--- config.mk ---
export PLATFORM = sky130hd
export DESIGN_NAME = or1200_vlx_ctrl_flat
export DESIGN_NICKNAME = d
export VERILOG_FILES = /design/src/rtl/or1200_vlx_pkg.sv /design/src/rtl/or1200_vlx_ctrl_if.sv /design/src/rtl/or1200_vlx_bitbuf.sv /design/src/rtl/or1200_vlx_ctrl.sv /design/src/flat_wrapper.sv
export SDC_FILE = /design/constraint.sdc
export NUM_CORES = 1
export LEC_CHECK = 0
export ABC_AREA = 1
export CORE_MARGIN = 2
export CORE_UTILIZATION = 54
export CTS_BUF_LIST = sky130_fd_sc_hd__clkbuf_8 sky130_fd_sc_hd__clkbuf_16
export DETAILED_ROUTE_END_ITERATION = 8
export GPL_ROUTABILITY_DRIVEN = 0
export PLACE_DENSITY = 0.82
export SLEW_MARGIN = 10
export SYNTH_ARGS = -nofsm -noshare
export SYNTH_HDL_FRONTEND = slang
export SYNTH_SLANG_ARGS = --single-unit
--- constraint.sdc ---
create_clock -name clk_i -period 3.8 [get_ports clk_i]
set_input_delay 0.95 -clock clk_i [delete_from_list [all_inputs] [get_ports clk_i]]
set_output_delay 0.95 -clock clk_i [all_outputs]
set_load 0.02 [all_outputs]
--- src/rtl/or1200_vlx_pkg.sv ---
// or1200_vlx_pkg: shared state encoding, SPR indices and JPEG byte constants for the VLX path
package or1200_vlx_pkg;
  typedef enum logic [1:0] {IDLE, EMIT, STUFF} vlx_state_t;
  localparam logic [1:0] VLX_SPR_CNT = 2'b00;
  localparam logic [1:0] VLX_SPR_FLUSH = 2'b01;
  localparam logic [1:0] VLX_SPR_ADDR = 2'b10;
  localparam logic [7:0] JPEG_MARKER = 8'hFF;
  localparam logic [7:0] JPEG_STUFF = 8'h00;
endpackage

--- src/rtl/or1200_vlx_ctrl_if.sv ---
// or1200_vlx_ctrl_if: byte-store req/ack bus; master = VLX sequencer, slave = data store
interface or1200_vlx_ctrl_if #(parameter int ADDR_W = 32);
  logic st_req_o;
  logic [ADDR_W-1:0] st_addr_o;
  logic [7:0] st_byte_o;
  logic st_ack_i;
  modport master(output st_req_o, st_addr_o, st_byte_o, input st_ack_i);
  modport slave(input st_req_o, st_addr_o, st_byte_o, output st_ack_i);
endinterface

--- src/rtl/or1200_vlx_bitbuf.sv ---
// or1200_vlx_bitbuf: MSB-first bit accumulator; merge_i appends bits, pad_i fills to a byte with 1s, shift_i drops the top byte
module or1200_vlx_bitbuf #(parameter int ACC_W = 32) (
  input  logic             clk_i,
  input  logic             rst_ni,
  input  logic             merge_i,
  input  logic             pad_i,
  input  logic             shift_i,
  input  logic [15:0]      val_i,
  input  logic [4:0]       len_i,
  output logic [ACC_W-1:0] acc_o,
  output logic [5:0]       cnt_o
);
  logic [15:0] vl;
  logic [ACC_W-1:0] ins, pad_bits;
  // left-justify the masked value within 16 bits, then slide it below the bits already held
  always_comb begin
    vl = (val_i & 16'((17'd1 << len_i) - 17'd1)) << (5'd16 - len_i);
    ins = {vl, {(ACC_W-16){1'b0}}} >> cnt_o;
    pad_bits = {8'hFF >> cnt_o[2:0], {(ACC_W-8){1'b0}}};
  end
  always_ff @(posedge clk_i or negedge rst_ni)
    if (!rst_ni) begin
      acc_o <= '0;
      cnt_o <= '0;
    end else if (merge_i) begin
      acc_o <= acc_o | ins;
      cnt_o <= cnt_o + 6'(len_i);
    end else if (pad_i) begin
      acc_o <= acc_o | pad_bits;
      cnt_o <= 6'd8;
    end else if (shift_i) begin
      acc_o <= acc_o << 8;
      cnt_o <= cnt_o - 6'd8;
    end
endmodule

--- src/rtl/or1200_vlx_ctrl.sv ---
// or1200_vlx_ctrl: VLX sequencer; packs CPU bit writes, drains bytes with 0xFF stuffing over st, stalls CPU while draining
module or1200_vlx_ctrl import or1200_vlx_pkg::*; #(
  parameter int ADDR_W = 32,
  parameter int ACC_W = 32
) (
  input  logic        clk_i,
  input  logic        rst_ni,
  input  logic        bit_op_i,
  input  logic [15:0] bit_val_i,
  input  logic [4:0]  bit_len_i,
  input  logic        spr_cs_i,
  input  logic        spr_write_i,
  input  logic [1:0]  spr_addr_i,
  input  logic [31:0] spr_dat_i,
  output logic [31:0] spr_dat_o,
  output logic        stall_cpu_o,
  or1200_vlx_ctrl_if.master st
);
  vlx_state_t state, state_n;
  logic [ACC_W-1:0] acc;
  logic [5:0] cnt;
  logic [ADDR_W-1:0] addr;
  logic [7:0] top;
  logic gap, idle, req, ack, full, merge, flush_wr, pad, addr_wr;
  or1200_vlx_bitbuf #(.ACC_W(ACC_W)) u_bitbuf (
    .clk_i(clk_i),
    .rst_ni(rst_ni),
    .merge_i(merge),
    .pad_i(pad),
    .shift_i(ack & state == EMIT),
    .val_i(bit_val_i),
    .len_i(bit_len_i),
    .acc_o(acc),
    .cnt_o(cnt)
  );
  // gap forces st_req_o low for the cycle after every ack, even when another byte is pending
  always_comb begin
    idle = state == IDLE;
    top = acc[ACC_W-1 -: 8];
    req = ~idle & ~gap;
    ack = st.st_ack_i & req;
    full = cnt + 6'(bit_len_i) >= 6'd8;
    flush_wr = spr_cs_i & spr_write_i & spr_addr_i == VLX_SPR_FLUSH;
    merge = idle & bit_op_i;
    pad = idle & ~bit_op_i & flush_wr & |cnt;
    addr_wr = idle & spr_cs_i & spr_write_i & spr_addr_i == VLX_SPR_ADDR;
    state_n = idle ? ((merge & full) | pad ? EMIT : IDLE) :
              ~ack ? state :
              state == EMIT ? (top == JPEG_MARKER ? STUFF : cnt >= 6'd16 ? EMIT : IDLE) :
              cnt >= 6'd8 ? EMIT : IDLE;
    st.st_req_o = req;
    st.st_byte_o = state == EMIT ? top : JPEG_STUFF;
    st.st_addr_o = addr;
    stall_cpu_o = ~idle | (bit_op_i & full) | (flush_wr & |cnt);
    spr_dat_o = ~spr_cs_i ? 32'd0 :
                spr_addr_i == VLX_SPR_CNT ? {26'd0, cnt} :
                spr_addr_i == VLX_SPR_ADDR ? 32'(addr) : 32'd0;
  end
  always_ff @(posedge clk_i or negedge rst_ni)
    if (!rst_ni) begin
      state <= IDLE;
      addr <= '0;
      gap <= 1'b0;
    end else begin
      state <= state_n;
      gap <= ack;
      if (addr_wr) addr <= spr_dat_i[ADDR_W-1:0];
      else if (ack) addr <= addr + 1'b1;
    end
endmodule

--- src/flat_wrapper.sv ---
// flat-port wrapper written by rule: the top's interface ports become plain ports
module or1200_vlx_ctrl_flat import or1200_vlx_pkg::*;
#(
  parameter int ADDR_W = 32,
  parameter int ACC_W = 32
)
  (clk_i, rst_ni, bit_op_i, bit_val_i, bit_len_i, spr_cs_i, spr_write_i, spr_addr_i, spr_dat_i, spr_dat_o, stall_cpu_o, st_st_req_o, st_st_addr_o, st_st_byte_o, st_st_ack_i);
  or1200_vlx_ctrl_if #(.ADDR_W(ADDR_W)) st_i ();
  input  logic clk_i;
  input  logic rst_ni;
  input  logic bit_op_i;
  input  logic [15:0] bit_val_i;
  input  logic [4:0] bit_len_i;
  input  logic spr_cs_i;
  input  logic spr_write_i;
  input  logic [1:0] spr_addr_i;
  input  logic [31:0] spr_dat_i;
  output logic [31:0] spr_dat_o;
  output logic stall_cpu_o;
  output wire logic [$bits(st_i.st_req_o)-1:0] st_st_req_o;
  output wire logic [$bits(st_i.st_addr_o)-1:0] st_st_addr_o;
  output wire logic [$bits(st_i.st_byte_o)-1:0] st_st_byte_o;
  input wire logic [$bits(st_i.st_ack_i)-1:0] st_st_ack_i;
  assign st_st_req_o = st_i.st_req_o;
  assign st_st_addr_o = st_i.st_addr_o;
  assign st_st_byte_o = st_i.st_byte_o;
  assign st_i.st_ack_i = st_st_ack_i;
  or1200_vlx_ctrl #(.ADDR_W(ADDR_W), .ACC_W(ACC_W)) u_core (.clk_i(clk_i), .rst_ni(rst_ni), .bit_op_i(bit_op_i), .bit_val_i(bit_val_i), .bit_len_i(bit_len_i), .spr_cs_i(spr_cs_i), .spr_write_i(spr_write_i), .spr_addr_i(spr_addr_i), .spr_dat_i(spr_dat_i), .spr_dat_o(spr_dat_o), .stall_cpu_o(stall_cpu_o), .st(st_i));
endmodule
==> out/qor.yml <==
yosys:
  synth_top_area_frac: 0.248
  synth_common_cells: "297 x nand2_1, 170 x nand3_1, 123 x inv_1"
  synth_seq_cells: 73
  yosys.area.top_type: "dfrtp_1"
  syn-num-nets: 1270
  syn_area_per_cell_um2: 6.18
  synth_cell_types: 47
  synth_area_leaders: "dfrtp_1 25%, nand2_1 15%, nand3_1 12%"
  synth_area_um2: 7370
  synth_most_common_cell: "nand2_1"
  netlist_instances: 1193
  synthFlopType: "dfrtp_1"
  ys.warnings.count: 0
  synth_edf_count: 0
  ys_seq_area_frac: 0.248
  synthArstFlopShare: 1.00
cells_and_area:
  final_area_um2: 9850
  post-route-util: 0.741
  final_nets: 1449
  area_growth_pct: 33.7
  n_antenna_cell: 0
  num-fill-cells: 1080
  layout-drive-gt1-share: 0.153
detailed_routing:
  wl_per_cell_um: 16.1
  viasPerCell: 5.86
  finalWirelength_um: 24900
  route.detailed.drc: 0
  drt_iter0_drc: 967
  vias: 9087
  postRouteAntennaNets: 0
  firstDrtPassIters: 6
timing:
  timing.final.crit_share: 0.995
  fin_ws_ns: 0.0180
  grt_setup_unrepaired: "true"
  skew_ns: 0.00890
  max_freq_ghz: 0.264
  fin_crit_ns: 3.78
  setup_viol: 0
  worstMarginPinSlew_ns: 0.991
  hold_violations: 0
  slew_violations: 0
  relSlewSlack: 0.339
global_route:
  grtUsageTotal: 0.336
  grt_pass1_wl_um: 39700
  antenna_found_initial: 1
  grt_pass1_vias: 8402
  grt_max_degree: 74
  overflow: 0
power:
  ir_drop_v: 0.000382
  p_comb_frac: 0.659
  p_sw_frac: 0.506
  power_switching_mw: 3.38
  power_density_nw_per_um2: 678
  power_leakage_nw: 4.66
  p_clk_frac: 0.127
  seqPwrFrac: 0.214
  p_int_mw: 3.30
worst_setup_path:
  path_buf_inv: 2
  cp_cell_sequence: "clkdlybuf4s15_1 > ha_4 > a21oi_2 > nand2_1 > nand2_1 > nand2_1 > a21oi_2 > xor2_2 > nor2_1 > nand2_1 > a221o_1 > buf_6"
  cp.required_ns: 2.85
  cpPeakStageDelay_ns: 0.34
  rrSetupSlack_ns: 0.69
  timing.rr.end: "u_core.u_bitbuf.acc_o[22]"
  critPathMaxFanout: 4
  arrival_ns: 2.83
  reg2reg_depth: 15
  cp_top_family: "compound AO/OA/AOI/OAI gates"
  endpoint_kind: "primary output"
  r2r-start: "u_core.u_bitbuf.cnt_o[4]"
  critPathMostFrequentCell: "nand2_1"
  cp-start-kind: "input pin"
  worstSetupPathType: "input pin to primary output"
  slowest_stage: "a221o_1"
  cp-startpoint: "bit_len_i[2]"
hold_path:
  min_from: "u_core.u_bitbuf.acc_o[4]"
  min_path_cells: 2
  hold_end: "u_core.u_bitbuf.acc_o[4]"
  hold_path.class: "flip-flop to flip-flop"
placed_design:
  dpl_cell_area_um2: 9340
  io_buffers: 134
  dp_hpwl_um: 18500
  pre_cts_slack_ns: -0.805
floorplanning:
  core_um2: 13300
  dieArea_um2: 14600
  fp.dieH_um: 121
  chipWidth_um: 121
  initial_utilization: 0.554
  ios: 135
  row_count: 42
run_status:
  outcome: "complete, no violations"
clock_network:
  clockBufferDepth: 2
  cts_buffers: 9
  htreeDepth: 3
  cts_tree: "yes"
  hold_buffers: 0
  cts-root-buf: "clkbuf_16"
  cts_sinks: 73
  insertion_delay_ns: 0.35
  clk_pin_slew_ns: 0.06
run:
  max_cap_violations: 0
area by class of cell:
| class | count | area (um2) | share of cell area |
|---|---|---|---|
| clock buffer | 9 | 225 | 0.0229 |
| clock inverter | 6 | 61.3 | 0.00622 |
| inverter | 140 | 526 | 0.0533 |
| multi-input combinational | 926 | 4960 | 0.504 |
| sequential | 73 | 1830 | 0.185 |
| tap | 176 | 220 | 0.0224 |
| timing repair buffer | 222 | 2030 | 0.206 |
metrics by stage:
step / instances / hold slack (ns) / power, mW / TNS (ns)
after floorplan: 1193 / 0.463 / 4.19 / 0
final: 1552 / 0.503 / 6.68 / 0
after global placement: 1534 / 0.487 / 5.53 / -17.29
after detailed placement: 1534 / 0.495 / 5.62 / -19.23
after CTS: 1549 / 0.508 / 6.52 / 0
after global routing: 1552 / 0.542 / 7.16 / -0.0818
layout by cell type, fill, tap and decap left out, types with 8 or more instances in the layout:
cell type        instances
nand2_1                295
nand3_1                164
clkdlybuf4s50_1        127
inv_1                  122
nor2_1                 108
buf_4                   85
dfrtp_1                 73
o21ai_0                 60
a21oi_1                 45
nand4_1                 24
nand3_2                 23
o22ai_1                 22
xor2_1                  21
nor3_1                  17
inv_2                   15
nand2_2                 15
o211ai_1                13
nor2_2                  12
o21ai_1                 12
nor2_4                   9
ha_1                     9
clkbuf_16                9
a21boi_1                 8
a31oi_1                  8
worst reg2reg max path, stage by stage (launching register included):
cell	delay, ns
dfrtp_1	0.38
buf_4	0.21
nor2_2	0.15
inv_2	0.12
nor2_4	0.20
nand2_1	0.10
nand3_1	0.09
nor2_1	0.06
nor2_2	0.59
inv_2	0.21
nor2_1	0.17
inv_2	0.06
nand2_2	0.06
buf_4	0.32
nand2_1	0.12
a21boi_1	0.15
registers in the layout, indices dropped and copies added (netlist names):
name,cells
u_core.u_bitbuf.cnt_o,6
u_core.state,2
u_core.u_bitbuf.acc_o,32
u_core.gap,1
u_core.st.st_addr_o,32
routing by layer:
metal	track usage	vias to the layer above	wire (um)
li1	-	4344	-
met1	0.429	4187	10100
met2	0.552	506	11700
met3	0.0887	48	2540
met4	0.108	2	559
met5	0	-	11
cell families after synthesis:
kind of cell / after synthesis / share of synthesized area
and+or+nand+nor: 682 / 0.424
buffers and inverters: 194 / 0.104
xor gates and xnor gates: 26 / 0.0334
adders and majority gates: 16 / 0.0282
AOI/OAI and AO/OA: 202 / 0.163
DFF: 73 / 0.248
repair_timing:
action / in CTS / in global routing
resized for setup: 23 / 45
setup buffers: 0 / 3
cloned: 0 / 0
endpoints found under the setup margin: 33 / 33
pin swaps: 6 / 13
worst max-delay path by stage:
stage	end	slack, ns	depth (start not counted)
finish	stall_cpu_o	0.02	12
global route	stall_cpu_o	-0.07	12
CTS	stall_cpu_o	0.04	13
detailed placement	stall_cpu_o	-0.80	12
global placement	stall_cpu_o	-0.74	12
floorplan	u_core.u_bitbuf.acc_o[18]	0.20	25
power by group through the flow:
stage          sequential (mW)  combinational (mW)  clock (mW)
2_1_floorplan             1.55                2.64           0
3_3_place_gp              1.41                4.12           0
3_5_place_dp              1.42                4.20           0
4_1_cts                   1.42                4.25       0.852
5_1_grt                   1.47                4.81       0.887
6_report                  1.43                4.40       0.848
No activity file was read; power rests on OpenSTA's default activity.
